**src/rtl/fsm.sv**
```systemverilog
// Byte-stream frame parser: 0xA5, LEN, LEN data bytes, CHK.
// Consumes one byte per clock and publishes a registered status word
// {state, checksum, good-frame count, error count} on out.
module fsm (
    input  logic        clk,
    input  logic        rst,
    input  logic [7:0]  in,
    output logic [18:0] out
);

    typedef enum logic [2:0] {
        IDLE = 3'd0,
        LEN  = 3'd1,
        DATA = 3'd2,
        CHK  = 3'd3,
        DONE = 3'd4,
        ERR  = 3'd5
    } state_t;

    localparam logic [7:0] SYNC = 8'hA5;

    state_t     state, state_n;
    logic [7:0] len, len_n;
    logic [7:0] cnt, cnt_n;
    logic [7:0] sum, sum_n;
    logic [3:0] good, good_n;
    logic [3:0] err, err_n;

    // State register; rst low clears it immediately, without a clock edge.
    always_ff @(posedge clk or negedge rst) begin
        if (!rst) begin
            state <= IDLE;
        end else begin
            state <= state_n;
        end
    end

    // Frame datapath registers: length, byte counter, checksum and counters.
    always_ff @(posedge clk or negedge rst) begin
        if (!rst) begin
            len  <= 8'd0;
            cnt  <= 8'd0;
            sum  <= 8'd0;
            good <= 4'd0;
            err  <= 4'd0;
        end else begin
            len  <= len_n;
            cnt  <= cnt_n;
            sum  <= sum_n;
            good <= good_n;
            err  <= err_n;
        end
    end

    // Next-state and datapath update. Everything holds unless the current
    // state says otherwise. Sum only moves in LEN (cleared) and DATA
    // (accumulated), so it stays visible through CHK, DONE and ERR.
    // A 0xA5 inside DATA or CHK is plain data: no mid-frame resync.
    always_comb begin
        state_n = IDLE;
        len_n   = len;
        cnt_n   = cnt;
        sum_n   = sum;
        good_n  = good;
        err_n   = err;
        case (state)
            IDLE: begin
                state_n = (in == SYNC) ? LEN : IDLE;
            end
            LEN: begin
                len_n   = in;
                cnt_n   = 8'd0;
                sum_n   = 8'd0;
                state_n = (in == 8'd0) ? ERR : DATA;
            end
            DATA: begin
                sum_n   = sum + in;
                cnt_n   = cnt + 8'd1;
                state_n = (cnt_n == len) ? CHK : DATA;
            end
            CHK: begin
                if (in == sum) begin
                    state_n = DONE;
                    good_n  = good + 4'd1;
                end else begin
                    state_n = ERR;
                    err_n   = (err == 4'd15) ? err : err + 4'd1;
                end
            end
            DONE, ERR: begin
                state_n = (in == SYNC) ? LEN : IDLE;
            end
            default: begin
                state_n = IDLE;
            end
        endcase
    end

    // Status word comes straight from registers; the state field doubles as
    // the debug view of the FSM.
    assign out = {state, sum, good, err};

endmodule

```
**config.mk**
```make
export PLATFORM = sky130hd
export DESIGN_NAME = fsm
export DESIGN_NICKNAME = d
export VERILOG_FILES = /design/src/rtl/fsm.sv
export SDC_FILE = /design/constraint.sdc
export NUM_CORES = 1
export LEC_CHECK = 0
export ABC_AREA = 0
export ABC_CLOCK_PERIOD_IN_PS = 2090
export BUFFER_PORTS_ARGS = -buffer_cell sky130_fd_sc_hd__buf_2
export CAP_MARGIN = 15
export CORE_MARGIN = 3
export CORE_UTILIZATION = 56
export DETAILED_ROUTE_END_ITERATION = 6
export GPL_ROUTABILITY_DRIVEN = 0
export GPL_TIMING_DRIVEN = 0
export PLACE_DENSITY_LB_ADDON = 0.3
export RECOVER_POWER = 100
export SETUP_SLACK_MARGIN = 0.02
export SYNTH_ARGS = -nofsm -noshare
export SYNTH_HDL_FRONTEND = slang
export SYNTH_SLANG_ARGS = --single-unit
```
**constraint.sdc**
```tcl
create_clock -name clk -period 2.09 [get_ports clk]
set_clock_uncertainty 0.05 [all_clocks]
set_input_delay 0.209 -clock clk [delete_from_list [all_inputs] [get_ports clk]]
set_output_delay 0.209 -clock clk [all_outputs]
set_load 0.05 [all_outputs]
```
## Word level (Yosys, flattened, before mapping)

Cells that the tools add are included.

| operators by class | value |
|---|---|
| eq/ne operators | 9 |
| $add $sub $neg | 4 |
| bitwise operators | 2 |
| reduce and logical (&&, ||, !) cells | 6 |
| mux-type cells | 7 |

Operators with widths:

| cell | number |
|---|---|
| 8-bit case mux with 2 select lines | 2 |
| 8-bit == test | 2 |
| 3-bit case mux with 4 select lines | 1 |
| 4-bit by 1-bit adder with 4-bit output, second input constant | 2 |
| 8-bit by 1-bit adder with 8-bit output, second input constant | 1 |
| 8-bit adder | 1 |
| 8-bit == test, second input constant | 1 |
| 8-bit zero test | 1 |
| 3-bit by 2-bit == test with 1-bit output, second input constant | 2 |
| 3-bit == test, second input constant | 2 |
| 4-bit == test, second input constant | 1 |
| 3-bit by 1-bit == test with 1-bit output, second input constant | 1 |
| 3-bit zero test | 1 |
| 1-bit 2-to-1 mux | 3 |
| 3-bit 2-to-1 mux | 1 |
| 3-bit AND reduction | 1 |
| 3-bit OR reduction | 1 |
| 1-bit inverter | 2 |
| 2-bit AND reduction | 1 |
| 2-bit nonzero test | 1 |

| word-level totals | value |
|---|---|
| output and inout bits | 19 |
| register bits | 35 |
| bits of input ports | 10 |

## Depth between registers and ports, before layout

Gate-level depths: netlist of run 1.

| depth | value |
|---|---|
| depth in word-level cells | 4 |
| depth in mapped cells | 7 |
| gate-level depth less buffers | 7 |

## Least setup slack after synthesis of run 1

OpenSTA, ideal clock, no wires.

| path | value |
|---|---|
| path kind | flip-flop to flip-flop |
| start point | register sum[1] |
| end point | register good[1] |
| stages on the path, launching flop included | 6 |
| path buffers | 0 |
| data arrival time | 1965 ps |
| clock period less this slack | 2139 ps |
| required time | 1915 ps |
| slack | -49 ps |
| path through | dfrtp_1 ha_1 nor4_1 nand3_1 nor2_1 mux2_2 |

| on the way | value |
|---|---|
| word-level cells in the longest chain between the ends | 2 |

RTL lines:

| item | line | source |
|---|---|---|
| start, declared | 25 | `logic [7:0] sum, sum_n;` |
| start signal, assigned | 49 | `sum <= sum_n;` |
| 8-bit == test | 82 | `if (in == sum) begin` |
| 2-bit AND reduction (no line) | - |  |
| end signal, assigned | 50 | `good <= good_n;` |
| end, declared | 26 | `logic [3:0] good, good_n;` |

Every way passes these cells.
A chain may end at the register's enable or synchronous reset.

## Final worst setup path of run 1

| path | value |
|---|---|
| start point | register sum[1] |
| end point | register err[1] |

| on the way | value |
|---|---|
| word-level cells in the longest chain between the ends | 3 |

RTL lines:

| item | line | source |
|---|---|---|
| 8-bit == test | 82 |  |
| 1-bit inverter (no line) | - |  |
| 3-bit AND reduction (no line) | - |  |
| end signal, assigned | 51 | `err <= err_n;` |
| end, declared | 27 | `logic [3:0] err, err_n;` |

Every way passes these cells.

==> impl_metrics.yaml, run 1 <==
status:
  run_status: "finished, final reports clean"
clock_network:
  path_clk_slew_ns: 0.10
  clock_latency_ns: 0.35
  cts_max_path_buffers: 2
  cts_root_buf: "clkbuf_4"
  cts_made_buffers: 5
  cts_tree: "built"
  htree_levels: 2
  postCtsSetupBuffers: 0
  cts_sinks: 35
grt:
  grt_max_degree: 36
  grt_use_total_pct: 22.6
  grt_pass1_wl_mm: 7.22
  grt_pass1_vias: 1548
  grt_antenna_before_repair: 0
  globalRouteOverflowTotal: 0
placement:
  dp_hpwl_mm: 3.12
  portBuffers: 28
  dp.cells: 266
  placed_area_um2: 2180
  pre_cts_ws_ns: 0.0511
die:
  die_w_um: 65.5
  placementRows: 20
  core-area_um2: 3200
  die_area_um2: 4290
  num_io_pins: 29
  die_height_um: 65.5
  initial_utilization_pct: 61.9
final_layout:
  antenna_cells: 0
  nets: 251
  layout.cells.non_filler: 275
  final_util_pct: 71.0
  regArea_um2: 880
  area_growth_pct: 14.7
  nFillCells: 276
  drive_gt1_share_pct: 18.2
  multi_input_area_um2: 1070
  finalInstanceArea_um2: 2270
critical_path:
  arrival_ns: 2.17
  critPathLaunch: "sum[1]$_DFFE_PN0P_"
  crit_path_start_kind: "flop"
  crit_path_max_fanout: 4
  required_ns: 2.28
  reg2reg_slack_ns: 0.11
  r2r_cells: 5
  worstSetupPathType: "reg -> reg"
  path_cells: "ha_1 -> nor4_2 -> nand3_2 -> and3b_1 -> mux2_2"
  cp_num_buf_inv: 0
  reg2reg_to: "err[1]$_DFFE_PN0P_"
  max_stage_delay_ns: 0.44
  crit_slowest_cell: "dfrtp_1"
  r2r-start: "sum[1]$_DFFE_PN0P_"
  cp-end-kind: "flop"
  critPathTopFamily: "simple AND/OR/NAND/NOR gates"
yosys:
  ys_seq_area_share_pct: 44.2
  synthFlopType: "dfrtp_1"
  yosysUniqueCellTypes: 38
  synth_top_area_share_pct: 44.2
  async_reset_ff_share_pct: 100
  yosys.area.top_type: "dfrtp_1"
  netlist_area_um2: 1980
  ys_ff_latch: 35
  synth_cells: 194
  yosys-top-cells-area: "dfrtp_1, ha_1, xnor2_1"
  syn_avg_cell_area_um2: 10.2
  yosys_warnings: 0
  synth_edf_count: 0
  syn-num-nets: 215
drt:
  routed_wl_mm: 4.26
  via_count: 1593
  ant_nets: 0
  routed_via_density: 5.79
  drc: 0
  wl_per_cell_um: 15.5
  drtIter0Drc: 154
  drt-pass1-iter-count: 4
flow_run:
  cap_violations: 0
timing:
  fin_ws_ns: 0.113
  slew_headroom_pct: 43.2
  worst_pin_slew_ns: 0.852
  fin_crit_sh_pct: 94.6
  rsz0062_at_grt: "yes"
  whs_ns: 0.0894
  layout_min_cycle_time_ns: 1.98
  setup_viol: 0
  clock.fmax_mhz: 506
  final_hold_viol_count: 0
  final-max-slew-violation-count: 0
  tns_ns: 0
hold_path:
  min_from: "in[3]"
  holdPathEnd: "len[3]$_DFFE_PN0P_"
  hp-class: "in -> reg"
  min_path_cells: 2
power_and_ir_drop:
  total_power_mw: 2.70
  max-vdd-ir-drop_v: 0.000979
  power_density_nw_per_um2: 1190
  leakagePower_nw: 1.00
registers in the layout, summed over array words and instances, names as in the netlist:
register  flops
sum           8
good          4
len           8
state         3
cnt           8
err           4
placed cells by master (no fill, tap or decap), types with 9 or more instances in the layout:
master and n:
dfrtp_1 32, clkbuf_1 23, nand2_1 20, o21ai_0 18, xnor2_1 14, mux2_2 10
ha_1 10, xor2_1 9, buf_2 9
worst max path at each step:
stage	end	slack, ns	cells after the start
after floorplan	good[1]$_DFFE_PN0P_	0.06	5
after global placement	good[1]$_DFFE_PN0P_	0.05	5
after detailed placement	good[1]$_DFFE_PN0P_	0.05	5
after CTS	good[1]$_DFFE_PN0P_	0.04	5
after global routing	sum[6]$_DFFE_PN0P_	0.007	7
final	err[1]$_DFFE_PN0P_	0.11	5
area by class of cell:
cell class / instances / share of cell area (%)
multi-input combinational: 148 / 47.3
sequential: 35 / 38.7
timing repair buffer: 29 / 5.56
tap: 44 / 2.42
clock buffer: 6 / 2.26
buffer: 7 / 1.60
clock inverter: 2 / 1.54
inverter: 4 / 0.660
cells in the mapped netlist (2+ instances only):
cell,count
inv_1,4
o21ai_0,19
buf_2,4
dfrtp_1,35
or4_1,2
nand3_1,6
mux2i_1,2
nand2_1,20
xor2_1,9
o211ai_1,3
a22o_1,3
nor3b_1,2
xnor2_1,14
nand4_1,4
nor2_1,9
clkbuf_1,2
a31oi_1,2
nor3_1,6
a21oi_1,9
a32oi_1,2
mux2_2,10
nand2b_1,2
ha_1,10
where the power goes:
part	internal [mW]	leakage, nW	switching [mW]
sequential	0.816	0.445	0.132
combinational	0.420	0.511	0.817
clock	0.282	0.0482	0.231
total	1.52	1.00	1.18
what timing repair did:
| action | 4_1_cts | 5_1_grt |
|---|---|---|
| hold endpoints to repair | 35 | 0 |
| hold buffers | 1 | 0 |
| setup endpoints to repair | 0 | 5 |
| gates resized for setup | 0 | 7 |
cells by family (layout without fill, tap and decap cells):
family | Yosys count | after routing | synth area share (%)
AND/OR/NAND/NOR | 60 | 60 | 15.4
AO/OA/AOI/OAI | 41 | 41 | 12.7
flip-flops | 35 | 35 | 44.2
XOR/XNOR | 24 | 24 | 11.0
multiplexers | 12 | 12 | 6.69
adder cells (fa/ha/maj) | 11 | 11 | 7.32
buffers and inverters | 11 | 48 | 2.71
worst register-to-register path, cell delays in order (launching register included):
cell     delay (ns)
dfrtp_1        0.44
ha_1           0.32
nor4_2         0.32
nand3_2        0.18
and3b_1        0.26
mux2_2         0.29
per-layer routing:
metal | routed length (um) | up-vias | global-route usage (%) | part of all wire, %
met2 | 2080 | 48 | 37.3 | 49
met5 | 0 | - | 0 | 0
met1 | 1810 | 765 | 27.4 | 42
met4 | 106 | 0 | 9.33 | 2.5
met3 | 272 | 14 | 6.67 | 6.4
li1 | - | 766 | - | -
Note: power is estimated with default switching activity, not from simulation.
==> run 2, diff against run 1 <==
Settings changed: ABC_CLOCK_PERIOD_IN_PS 2090 to 2150.
Clock period 2.09 ns to 2.15 ns, I/O delays scaled along.
==> run 2 against run 1 <==
Via count is 2.3% lower. First-iteration DRC count is 57% lower. Flip-flop and latch count stayed put. Non-clock buffer count stayed put. Wire length is 1.0% lower. Cell count stayed put. Final area is 1.9% lower. Register-to-register slack hardly changed. Die area stayed put. Global-route usage is 0.22 points lower. Critical endpoint unchanged.
==> impl_metrics.yaml, run 2 (same netlist as run 1, synthesis figures left out) <==
final_layout:
  top_regs: "cnt (8), len (8), sum (8)"
  nFillCells: 283
  antenna_cells: 0
  nets: 251
  layout_commonest_cell: "dfrtp_1"
  final_cell_mix: "dfrtp_1, clkbuf_1, nand2_1"
  area_growth_pct: 12.6
  drive_gt1_share_pct: 15.2
  finalInstanceArea_um2: 2230
timing:
  final-max-slew-violation-count: 0
  clock.fmax_mhz: 488
  layout_min_cycle_time_ns: 2.05
  worst_pin_slew_ns: 0.854
  setup_viol: 0
  fin_crit_sh_pct: 95.4
  rsz0062_at_grt: "no"
  whs_ns: 0.100
  fin_ws_ns: 0.0990
  final_hold_viol_count: 0
  slew_headroom_pct: 43.1
  tns_ns: 0
placement:
  dp_hpwl_mm: 3.09
  portBuffers: 28
  placed_area_um2: 2180
  pre_cts_ws_ns: 0.0512
die:
  core-area_um2: 3200
  die_w_um: 65.5
  die_height_um: 65.5
  die_area_um2: 4290
  initial_utilization_pct: 61.9
  placementRows: 20
  num_io_pins: 29
drt:
  via_count: 1556
  routed_wl_mm: 4.22
  wl_per_cell_um: 15.3
  drc: 0
  drt-pass1-iter-count: 4
  drtIter0Drc: 66
  ant_nets: 0
  routed_via_density: 5.66
power_and_ir_drop:
  max-vdd-ir-drop_v: 0.000839
  total_power_mw: 2.48
  leakagePower_nw: 0.991
  power_density_nw_per_um2: 1110
grt:
  globalRouteOverflowTotal: 0
  grt_use_met2_pct: 37.2
  grt_max_degree: 36
  grt_antenna_before_repair: 0
  top_usage_layer: "met2"
  grt_use_total_pct: 22.3
  grt_util_met1_pct: 28.0
  grt_pass1_vias: 1566
  grt_util_met3_pct: 4.79
  grt_pass1_wl_mm: 7.20
critical_path:
  crit_path_max_fanout: 6
  crit_slowest_cell: "dfrtp_1"
  required_ns: 2.33
  path_cells: "ha_1 -> nor4_1 -> nand3_1 -> and3b_1 -> mux2_2"
  worstSetupPathType: "reg -> reg"
  max_stage_delay_ns: 0.42
  arrival_ns: 2.23
  crit_path_start_kind: "flop"
  cp_num_buf_inv: 0
  cp-end-kind: "flop"
  critPathTopFamily: "simple AND/OR/NAND/NOR gates"
status:
  run_status: "finished, final reports clean"
clock_network:
  postCtsSetupBuffers: 0
  cts_made_buffers: 5
  cts_tree: "built"
  clock_latency_ns: 0.34
  htree_levels: 2
  cts_max_path_buffers: 2
  path_clk_slew_ns: 0.11
  cts_sinks: 35
  cts_root_buf: "clkbuf_4"
hold_path:
  hp-class: "in -> reg"
flow_run:
  cap_violations: 0
## run 2: through the flow
step	utilization (%)	std cells
after floorplan	-	194
after CTS	70.5	275
after global placement	68.0	266
final	69.6	275
after detailed placement	68.0	266
after global routing	69.6	275
## run 2: path summary, 6_finish.rpt
kind                            slack, ns  cells after the start                   to           startpoint
worst min-delay path                 0.10                      2   len[3]$_DFFE_PN0P_                in[3]
max in group asynchronous            1.00                      2   sum[1]$_DFFE_PN0P_                  rst
worst min register to register       0.43                      1  good[3]$_DFFE_PN0P_  good[3]$_DFFE_PN0P_
min in group asynchronous            0.46                      2   cnt[3]$_DFFE_PN0P_                  rst
worst max-delay path                  0.1                      5   err[1]$_DFFE_PN0P_   sum[6]$_DFFE_PN0P_
worst max register to register        0.1                      5   err[1]$_DFFE_PN0P_   sum[6]$_DFFE_PN0P_
## run 2: where the power goes
part           switching [mW]  internal [mW]  leakage [nW]
clock network           0.211          0.192        0.0386
registers               0.126          0.790         0.447
logic                   0.758          0.400         0.506
total                    1.10           1.38         0.991
## run 2: routing by layer
metal  wire length [um]  vias to the layer above
met3                143                        8
met5                  0                        -
met2               2140                       30
met4                 82                        0
met1               1860                      751
li1                   -                      767
## run 2: cell type report
class,instances,area (um^2),area share (%)
Tap cell,44,55.1,2.47
Clock buffer,8,68.8,3.08
Inverter,4,15.0,0.673
Multi-Input combinational cell,148,1050,47.2
Buffer,7,37.5,1.68
Sequential cell,35,877,39.3
Timing Repair Buffer,29,125,5.61
## run 2: timing repair
item / 4_1_cts / 5_1_grt
endpoints found under the setup margin: 0 / 3
endpoints found under the hold margin: 35 / 0
hold buffers: 1 / 0
resized for setup: 0 / 2
## run 2: worst reg2reg max path: cells and delay by family, from the launching register on
family / cells / cell delay (ns)
fa+ha+maj: 1 / 0.35
flops: 1 / 0.42
mux: 1 / 0.28
simple gates: 3 / 0.83
